`src/rtl/psg_access_ctrl_pkg.sv`:
```
// rtl/psg_access_ctrl_pkg.sv - shared state encoding, requester ids and timing defaults
package psg_access_ctrl_pkg;

   typedef enum logic [3:0] {
      IDLE,
      A_SET,
      A_STB,
      A_HLD,
      D_SET,
      D_STB,
      D_HLD,
      SETTLE,
      R_SET,
      R_STB,
      R_END
   } psg_state_t;

   localparam logic REQ_Z80 = 1'b0;
   localparam logic REQ_AUX = 1'b1;

   localparam int DEF_STROBE_CYC = 2;
   localparam int DEF_SETTLE_CYC = 3;
   localparam bit DEF_ADDR_CACHE = 1'b1;

endpackage

```
`src/rtl/psg_access_ctrl_if.sv`:
```
// rtl/psg_access_ctrl_if.sv - requester handshake and ay8910 CPU-side bus bundle
interface psg_access_ctrl_if;

   logic       req0;
   logic       req1;
   logic       we0;
   logic       we1;
   logic [3:0] addr0;
   logic [3:0] addr1;
   logic [7:0] wdata0;
   logic [7:0] wdata1;
   logic       ack0;
   logic       ack1;
   logic [7:0] rdata;
   logic       busy;
   logic       psg_asel;
   logic       psg_cs_n;
   logic       psg_wr_n;
   logic       psg_rd_n;
   logic [7:0] psg_di;
   logic [7:0] psg_do;

   modport master (
      output req0, req1, we0, we1, addr0, addr1, wdata0, wdata1, psg_do,
      input  ack0, ack1, rdata, busy, psg_asel, psg_cs_n, psg_wr_n, psg_rd_n, psg_di
   );

   modport slave (
      input  req0, req1, we0, we1, addr0, addr1, wdata0, wdata1, psg_do,
      output ack0, ack1, rdata, busy, psg_asel, psg_cs_n, psg_wr_n, psg_rd_n, psg_di
   );

endinterface

```
`src/rtl/psg_access_ctrl_rr_arb.sv`:
```
// rtl/psg_access_ctrl_rr_arb.sv - two-way round-robin arbiter; last points at the latest grant
module psg_rr_arb (
   input  logic       clk,
   input  logic       rst_n,
   input  logic [1:0] req,
   input  logic       advance,
   output logic [1:0] gnt,
   output logic       last
);

   always_comb begin
      gnt = req;
      if (req == 2'b11) gnt = last ? 2'b01 : 2'b10;
   end

   always_ff @(posedge clk or negedge rst_n) begin
      if (!rst_n)                      last <= 1'b1;
      else if (advance && (|gnt))      last <= gnt[1];
   end

endmodule

```
`src/rtl/psg_access_ctrl.sv`:
```
// rtl/psg_access_ctrl.sv - arbitrates two requesters onto the ay8910 bus with framed
// address/data strobes and a latched-address cache
module psg_access_ctrl
   import psg_access_ctrl_pkg::*;
#(
   parameter int STROBE_CYC = DEF_STROBE_CYC,
   parameter int SETTLE_CYC = DEF_SETTLE_CYC,
   parameter bit ADDR_CACHE = DEF_ADDR_CACHE
) (
   input  logic               clk,
   input  logic               rst_n,
   psg_access_ctrl_if.slave   bus
);

   localparam int CMAX = (STROBE_CYC > SETTLE_CYC) ? STROBE_CYC : SETTLE_CYC;
   localparam int CW   = $clog2(CMAX + 1);
   localparam logic [CW-1:0] STB_LAST = CW'(STROBE_CYC - 1);
   localparam logic [CW-1:0] SET_LAST = CW'(SETTLE_CYC - 1);

   psg_state_t    state, state_nxt;
   logic [CW-1:0] cnt, cnt_nxt;
   logic [1:0]    gnt;
   logic          arb_last;
   logic          grant;
   logic          ack_pulse;
   logic          need_addr;
   logic          sel_we;
   logic [3:0]    sel_addr;
   logic [7:0]    sel_wdata;
   logic          l_we;
   logic [3:0]    l_addr;
   logic [7:0]    l_wdata;
   logic [7:0]    cur_wdata;
   logic          cache_vld;
   logic [3:0]    cache_addr;
   logic [7:0]    rdata_q;
   logic          asel_q, cs_n_q, wr_n_q, rd_n_q;
   logic [7:0]    di_q;

   assign grant = (state == IDLE) && (|gnt);

   psg_rr_arb u_arb (
      .clk     (clk),
      .rst_n   (rst_n),
      .req     ({bus.req1, bus.req0}),
      .advance (grant),
      .gnt     (gnt),
      .last    (arb_last)
   );

   assign sel_we    = gnt[1] ? bus.we1    : bus.we0;
   assign sel_addr  = gnt[1] ? bus.addr1  : bus.addr0;
   assign sel_wdata = gnt[1] ? bus.wdata1 : bus.wdata0;
   assign need_addr = !ADDR_CACHE || !cache_vld || (cache_addr != sel_addr);
   // D_SET is entered straight from IDLE on a cache hit, before the latch holds the data
   assign cur_wdata = (state == IDLE) ? sel_wdata : l_wdata;

   always_comb begin
      state_nxt = state;
      cnt_nxt   = '0;
      ack_pulse = 1'b0;
      case (state)
         IDLE:   if (|gnt) state_nxt = need_addr ? A_SET : (sel_we ? D_SET : R_SET);
         A_SET:  state_nxt = A_STB;
         A_STB:  if (cnt == STB_LAST) state_nxt = A_HLD; else cnt_nxt = cnt + 1'b1;
         A_HLD:  state_nxt = l_we ? D_SET : R_SET;
         D_SET:  state_nxt = D_STB;
         D_STB:  if (cnt == STB_LAST) state_nxt = D_HLD; else cnt_nxt = cnt + 1'b1;
         D_HLD:  state_nxt = SETTLE;
         SETTLE: begin
            if (cnt == SET_LAST) begin
               ack_pulse = 1'b1;
               state_nxt = IDLE;
            end else begin
               cnt_nxt = cnt + 1'b1;
            end
         end
         R_SET:  state_nxt = R_STB;
         R_STB:  if (cnt == STB_LAST) state_nxt = R_END; else cnt_nxt = cnt + 1'b1;
         R_END: begin
            ack_pulse = 1'b1;
            state_nxt = IDLE;
         end
         default: state_nxt = IDLE;
      endcase
   end

   always_ff @(posedge clk or negedge rst_n) begin
      if (!rst_n) begin
         state      <= IDLE;
         cnt        <= '0;
         l_we       <= 1'b0;
         l_addr     <= 4'h0;
         l_wdata    <= 8'h00;
         cache_vld  <= 1'b0;
         cache_addr <= 4'h0;
         rdata_q    <= 8'h00;
      end else begin
         state <= state_nxt;
         cnt   <= cnt_nxt;
         if (grant) begin
            l_we    <= sel_we;
            l_addr  <= sel_addr;
            l_wdata <= sel_wdata;
         end
         if (state == A_HLD) begin
            cache_addr <= l_addr;
            cache_vld  <= 1'b1;
         end
         if ((state == R_STB) && (cnt == STB_LAST)) rdata_q <= bus.psg_do;
      end
   end

   // Bus pins are registered from the next state so they line up with the state register
   always_ff @(posedge clk or negedge rst_n) begin
      if (!rst_n) begin
         asel_q <= 1'b0;
         cs_n_q <= 1'b1;
         wr_n_q <= 1'b1;
         rd_n_q <= 1'b1;
         di_q   <= 8'h00;
      end else begin
         asel_q <= state_nxt inside {A_SET, A_STB, A_HLD};
         cs_n_q <= !(state_nxt inside {A_SET, A_STB, A_HLD, D_SET, D_STB, D_HLD, R_SET, R_STB});
         wr_n_q <= !(state_nxt inside {A_STB, D_STB});
         rd_n_q <= (state_nxt != R_STB);
         if (state_nxt == A_SET)      di_q <= {4'h0, sel_addr};
         else if (state_nxt == D_SET) di_q <= cur_wdata;
      end
   end

   // The arbiter's last pointer always names the requester currently being served
   assign bus.ack0     = ack_pulse && (arb_last == REQ_Z80);
   assign bus.ack1     = ack_pulse && (arb_last == REQ_AUX);
   assign bus.rdata    = rdata_q;
   assign bus.busy     = (state != IDLE);
   assign bus.psg_asel = asel_q;
   assign bus.psg_cs_n = cs_n_q;
   assign bus.psg_wr_n = wr_n_q;
   assign bus.psg_rd_n = rd_n_q;
   assign bus.psg_di   = di_q;

endmodule

```
`src/flat_wrapper.sv`:
```
// flat-port wrapper written by rule: the top's interface ports become plain ports
module psg_access_ctrl_flat import psg_access_ctrl_pkg::*;
#(
   parameter int STROBE_CYC = DEF_STROBE_CYC,
   parameter int SETTLE_CYC = DEF_SETTLE_CYC,
   parameter bit ADDR_CACHE = DEF_ADDR_CACHE
)
  (clk, rst_n, bus_req0, bus_req1, bus_we0, bus_we1, bus_addr0, bus_addr1, bus_wdata0, bus_wdata1, bus_psg_do, bus_ack0, bus_ack1, bus_rdata, bus_busy, bus_psg_asel, bus_psg_cs_n, bus_psg_wr_n, bus_psg_rd_n, bus_psg_di);
  psg_access_ctrl_if bus_i ();
  input  logic clk;
  input  logic rst_n;
  input wire logic [$bits(bus_i.req0)-1:0] bus_req0;
  input wire logic [$bits(bus_i.req1)-1:0] bus_req1;
  input wire logic [$bits(bus_i.we0)-1:0] bus_we0;
  input wire logic [$bits(bus_i.we1)-1:0] bus_we1;
  input wire logic [$bits(bus_i.addr0)-1:0] bus_addr0;
  input wire logic [$bits(bus_i.addr1)-1:0] bus_addr1;
  input wire logic [$bits(bus_i.wdata0)-1:0] bus_wdata0;
  input wire logic [$bits(bus_i.wdata1)-1:0] bus_wdata1;
  input wire logic [$bits(bus_i.psg_do)-1:0] bus_psg_do;
  output wire logic [$bits(bus_i.ack0)-1:0] bus_ack0;
  output wire logic [$bits(bus_i.ack1)-1:0] bus_ack1;
  output wire logic [$bits(bus_i.rdata)-1:0] bus_rdata;
  output wire logic [$bits(bus_i.busy)-1:0] bus_busy;
  output wire logic [$bits(bus_i.psg_asel)-1:0] bus_psg_asel;
  output wire logic [$bits(bus_i.psg_cs_n)-1:0] bus_psg_cs_n;
  output wire logic [$bits(bus_i.psg_wr_n)-1:0] bus_psg_wr_n;
  output wire logic [$bits(bus_i.psg_rd_n)-1:0] bus_psg_rd_n;
  output wire logic [$bits(bus_i.psg_di)-1:0] bus_psg_di;
  assign bus_i.req0 = bus_req0;
  assign bus_i.req1 = bus_req1;
  assign bus_i.we0 = bus_we0;
  assign bus_i.we1 = bus_we1;
  assign bus_i.addr0 = bus_addr0;
  assign bus_i.addr1 = bus_addr1;
  assign bus_i.wdata0 = bus_wdata0;
  assign bus_i.wdata1 = bus_wdata1;
  assign bus_i.psg_do = bus_psg_do;
  assign bus_ack0 = bus_i.ack0;
  assign bus_ack1 = bus_i.ack1;
  assign bus_rdata = bus_i.rdata;
  assign bus_busy = bus_i.busy;
  assign bus_psg_asel = bus_i.psg_asel;
  assign bus_psg_cs_n = bus_i.psg_cs_n;
  assign bus_psg_wr_n = bus_i.psg_wr_n;
  assign bus_psg_rd_n = bus_i.psg_rd_n;
  assign bus_psg_di = bus_i.psg_di;
  psg_access_ctrl #(.STROBE_CYC(STROBE_CYC), .SETTLE_CYC(SETTLE_CYC), .ADDR_CACHE(ADDR_CACHE)) u_core (.clk(clk), .rst_n(rst_n), .bus(bus_i));
endmodule
```
`config.mk`:
```
export PLATFORM = sky130hd
export DESIGN_NAME = psg_access_ctrl_flat
export DESIGN_NICKNAME = d
export VERILOG_FILES = /design/src/rtl/psg_access_ctrl_pkg.sv /design/src/rtl/psg_access_ctrl_if.sv /design/src/rtl/psg_access_ctrl_rr_arb.sv /design/src/rtl/psg_access_ctrl.sv /design/src/flat_wrapper.sv
export SDC_FILE = /design/constraint.sdc
export NUM_CORES = 1
export LEC_CHECK = 0
export ABC_AREA = 1
export ABC_CLOCK_PERIOD_IN_PS = 2500
export CAP_MARGIN = 0
export CORE_ASPECT_RATIO = 0.5
export CORE_MARGIN = 5
export CORE_UTILIZATION = 45
export DETAILED_ROUTE_END_ITERATION = 8
export GPL_ROUTABILITY_DRIVEN = 0
export PLACE_DENSITY_LB_ADDON = 0.12
export SLEW_MARGIN = 20
export SYNTH_ARGS = -nofsm -noshare
export SYNTH_HDL_FRONTEND = slang
export SYNTH_HIERARCHICAL = 1
export SYNTH_SLANG_ARGS = --single-unit
```
`constraint.sdc`:
```
create_clock -name clk -period 2.5 [get_ports clk]
set_input_delay 0.5 -clock clk [delete_from_list [all_inputs] [get_ports clk]]
set_output_delay 0.5 -clock clk [all_outputs]
set_load 0.02 [all_outputs]
```
==> metrics <==
maximum clock frequency 428 MHz; total vias in the final route 2199; count of H-tree levels built during CTS 2; number of antenna violations at the first check in global routing 0; # port buffers 60; worst flop-to-flop path startpoint u_core/u_arb/last; clock tree skew after final layout 0.00826 ns; TritonCTS buffer count 5; buffer depth of the longest clock path 2; clock latency on the worst-skew pair 0.29 ns; Core Rows 18; most used cells in the layout excluding fill and tap cells sky130_fd_sc_hd__nand2_1, sky130_fd_sc_hd__clkdlybuf4s50_1, sky130_fd_sc_hd__inv_1; detail-routed net length per standard cell 12.5 microns; top area cells in the synthesized netlist sky130_fd_sc_hd__dfrtp_1, sky130_fd_sc_hd__nand2_1, sky130_fd_sc_hd__inv_1, sky130_fd_sc_hd__o21ai_0, sky130_fd_sc_hd__dfstp_2; core area 0.00507 sq mm; post-layout power 0.00377 W; unique cell type count in the Yosys netlist 32; grt ovf 0; post-detailed-route count of antenna-violating nets 0; final layout net count 430; pin count of the biggest net entering global routing 21; Synth area leader sky130_fd_sc_hd__dfrtp_1; clock power share 0.114; # clock sinks 45; starting DRC count in detailed routing 105; kind of end point of the critical path output port; Root Buffer Master sky130_fd_sc_hd__clkbuf_8; result of the run completed; first-pass GRT wire length 9.77 mm; synthesized instance count 317; post-synth net total 355; measured slew at the worst slew-check pin 0.438 ns; wirelength, routed 5.78 mm; Yosys top cell area share 0.425; DR vias/cell 4.75; leading cell type in the layout, fill and taps excluded sky130_fd_sc_hd__nand2_1; setup-violating endpoint count in the final report 0; Max Cap Viol 0; die height 61.8 microns; switching power summed over all nets 0.00164 W; RR Endpoint u_core/bus.psg_di[3]; I/O pins 61; Seq/Total Area, Yosys 0.468; max-slew violation count 0; post-synthesis sequential element count 45; final critical delay including setup and external delays 2.34 ns; DRC violation count after routing 0; kind of start point of the critical path flop; cell area after technology mapping 0.00241 sq mm; maximum vdd drop 0.601 mV; depth of the worst register-to-register path 12; via count of the first global-routing pass 2178; Die Width 114 microns; highest fanout seen on the critical path 3; CTS tree done; power density over the cells 1150 mW/mm^2; sequential power share 0.329; yosys warns 6; Clock Pin Slew Worst Setup and Hold Paths 0.08 ns; arrival time of the worst setup path 1.84 ns; final hold violations 0; number of diodes added for antenna fixing 0; detailed placement HPWL 4.52 mm; worst setup path category flop to output port; Power Internal 0.00213 W; switching part of the total 0.434; cell leakage power 1.63 nW; type of the tightest min-delay check primary input to async pin; Gate power share 0.557; final worst-path cycle share 0.935; required time worst endpoint 2.00 ns; total routing usage reported by global routing 0.176; Starting Density 0.477; ratio of cells with drive above 1 in the final layout 0.142; placed inst area 0.00313 sq mm; layout overhead on the synthesized area 35.9%; post-synthesis area per instance 7.62 sq um; relative max-transition margin 0.707; area of the die 0.00702 sq mm; final instance area 0.00328 sq mm; non-filler instance count after layout 463; total placed cells including tap cells 450; flop-to-flop setup slack 0.39 ns; first-pass detailed-route iteration total 4
kinds of logic after synthesis:
group	Yosys count	synth area share
flip-flops	45	0.468
multiplexers	8	0.0373
buffers and inverters	56	0.0943
AND/OR/NAND/NOR	161	0.290
AO/OA/AOI/OAI	47	0.110
state kept, by name, indices dropped and copies added (netlist names), 2 cells and up:
register,count
u_core/cnt,2
u_core/state,4
u_core/cache_addr,4
u_core/bus.rdata,8
u_core/l_wdata,8
u_core/bus.psg_di,8
u_core/l_addr,4
Yosys cell counts (all sizes together):
library cell	instances
a21boi	2
a21oi	7
a31oi	1
and3	1
buf	5
clkbuf	3
dfrtp	41
dfstp	4
inv	48
mux2	8
nand2	114
nand3	20
nand4	3
nor2	22
o211ai	2
o21ai	32
o21bai	1
o22ai	2
or2	1
critical path, stage by stage (launching register included):
cell	delay [ns]
sky130_fd_sc_hd__dfrtp_1	0.40
sky130_fd_sc_hd__inv_1	0.09
sky130_fd_sc_hd__nand2_1	0.08
sky130_fd_sc_hd__nor2_1	0.14
sky130_fd_sc_hd__a31oi_1	0.12
sky130_fd_sc_hd__nor2_1	0.10
sky130_fd_sc_hd__clkdlybuf4s50_1	0.62
power groups by stage:
stage,registers [W],logic (W),clock network (W)
2_1_floorplan,0.00141,0.00116,0
3_3_place_gp,0.00125,0.00199,0
3_5_place_dp,0.00125,0.00204,0
4_1_cts,0.00124,0.00204,0.000444
5_1_grt,0.00128,0.00236,0.000481
6_report,0.00124,0.00210,0.000428
worst max-delay path by stage:
stage	start	end	slack, ns	cells after the start
floorplan	bus_req1	u_core/bus.psg_di[1]	0.48	12
global placement	bus_req1	u_core/bus.psg_cs_n	-0.04	13
detailed placement	bus_req1	u_core/bus.psg_cs_n	-0.13	13
CTS	u_core/cnt[0]	bus_ack1	0.10	6
global route	bus_req1	u_core/bus.psg_cs_n	-0.009	15
finish	u_core/cnt[0]	bus_ack0	0.16	6
per-layer routing:
| metal | share of wire | up-vias | GRT usage |
|---|---|---|---|
| li1 | - | 1141 | - |
| met1 | 0.45 | 992 | 0.216 |
| met2 | 0.48 | 64 | 0.324 |
| met3 | 0.061 | 2 | 0.0484 |
| met4 | 0.0022 | 0 | 0.0308 |
| met5 | 0 | - | 0 |
area by class of cell:
cell class | count | area, sq um
timing repair buffer | 76 | 722
multi-input combinational | 216 | 1080
sequential | 45 | 1130
fill | 460 | 1790
clock buffer | 7 | 76.3
clock inverter | 1 | 5.00
tap | 70 | 87.6
inverter | 48 | 183
what timing repair did:
item / CTS / global route
resized for setup: 0 / 9
setup buffers: 0 / 4
endpoints found under the setup margin: 0 / 2
hold buffers: 0 / 0
per-stage QoR:
stage / worst slack [ns] / util / TNS [ns] / hold WS, ns
5_1_grt: -0.00895 / 0.648 / -0.00895 / 0.134
3_5_place_dp: -0.127 / 0.618 / -0.685 / 0.440
2_1_floorplan: 0.479 / - / 0 / 0.204
3_3_place_gp: -0.0414 / 0.618 / -0.0647 / 0.441
6_report: 0.163 / 0.648 / 0 / 0.113
4_1_cts: 0.104 / 0.634 / 0 / 0.116
No activity file was read; power rests on OpenSTA's default activity.
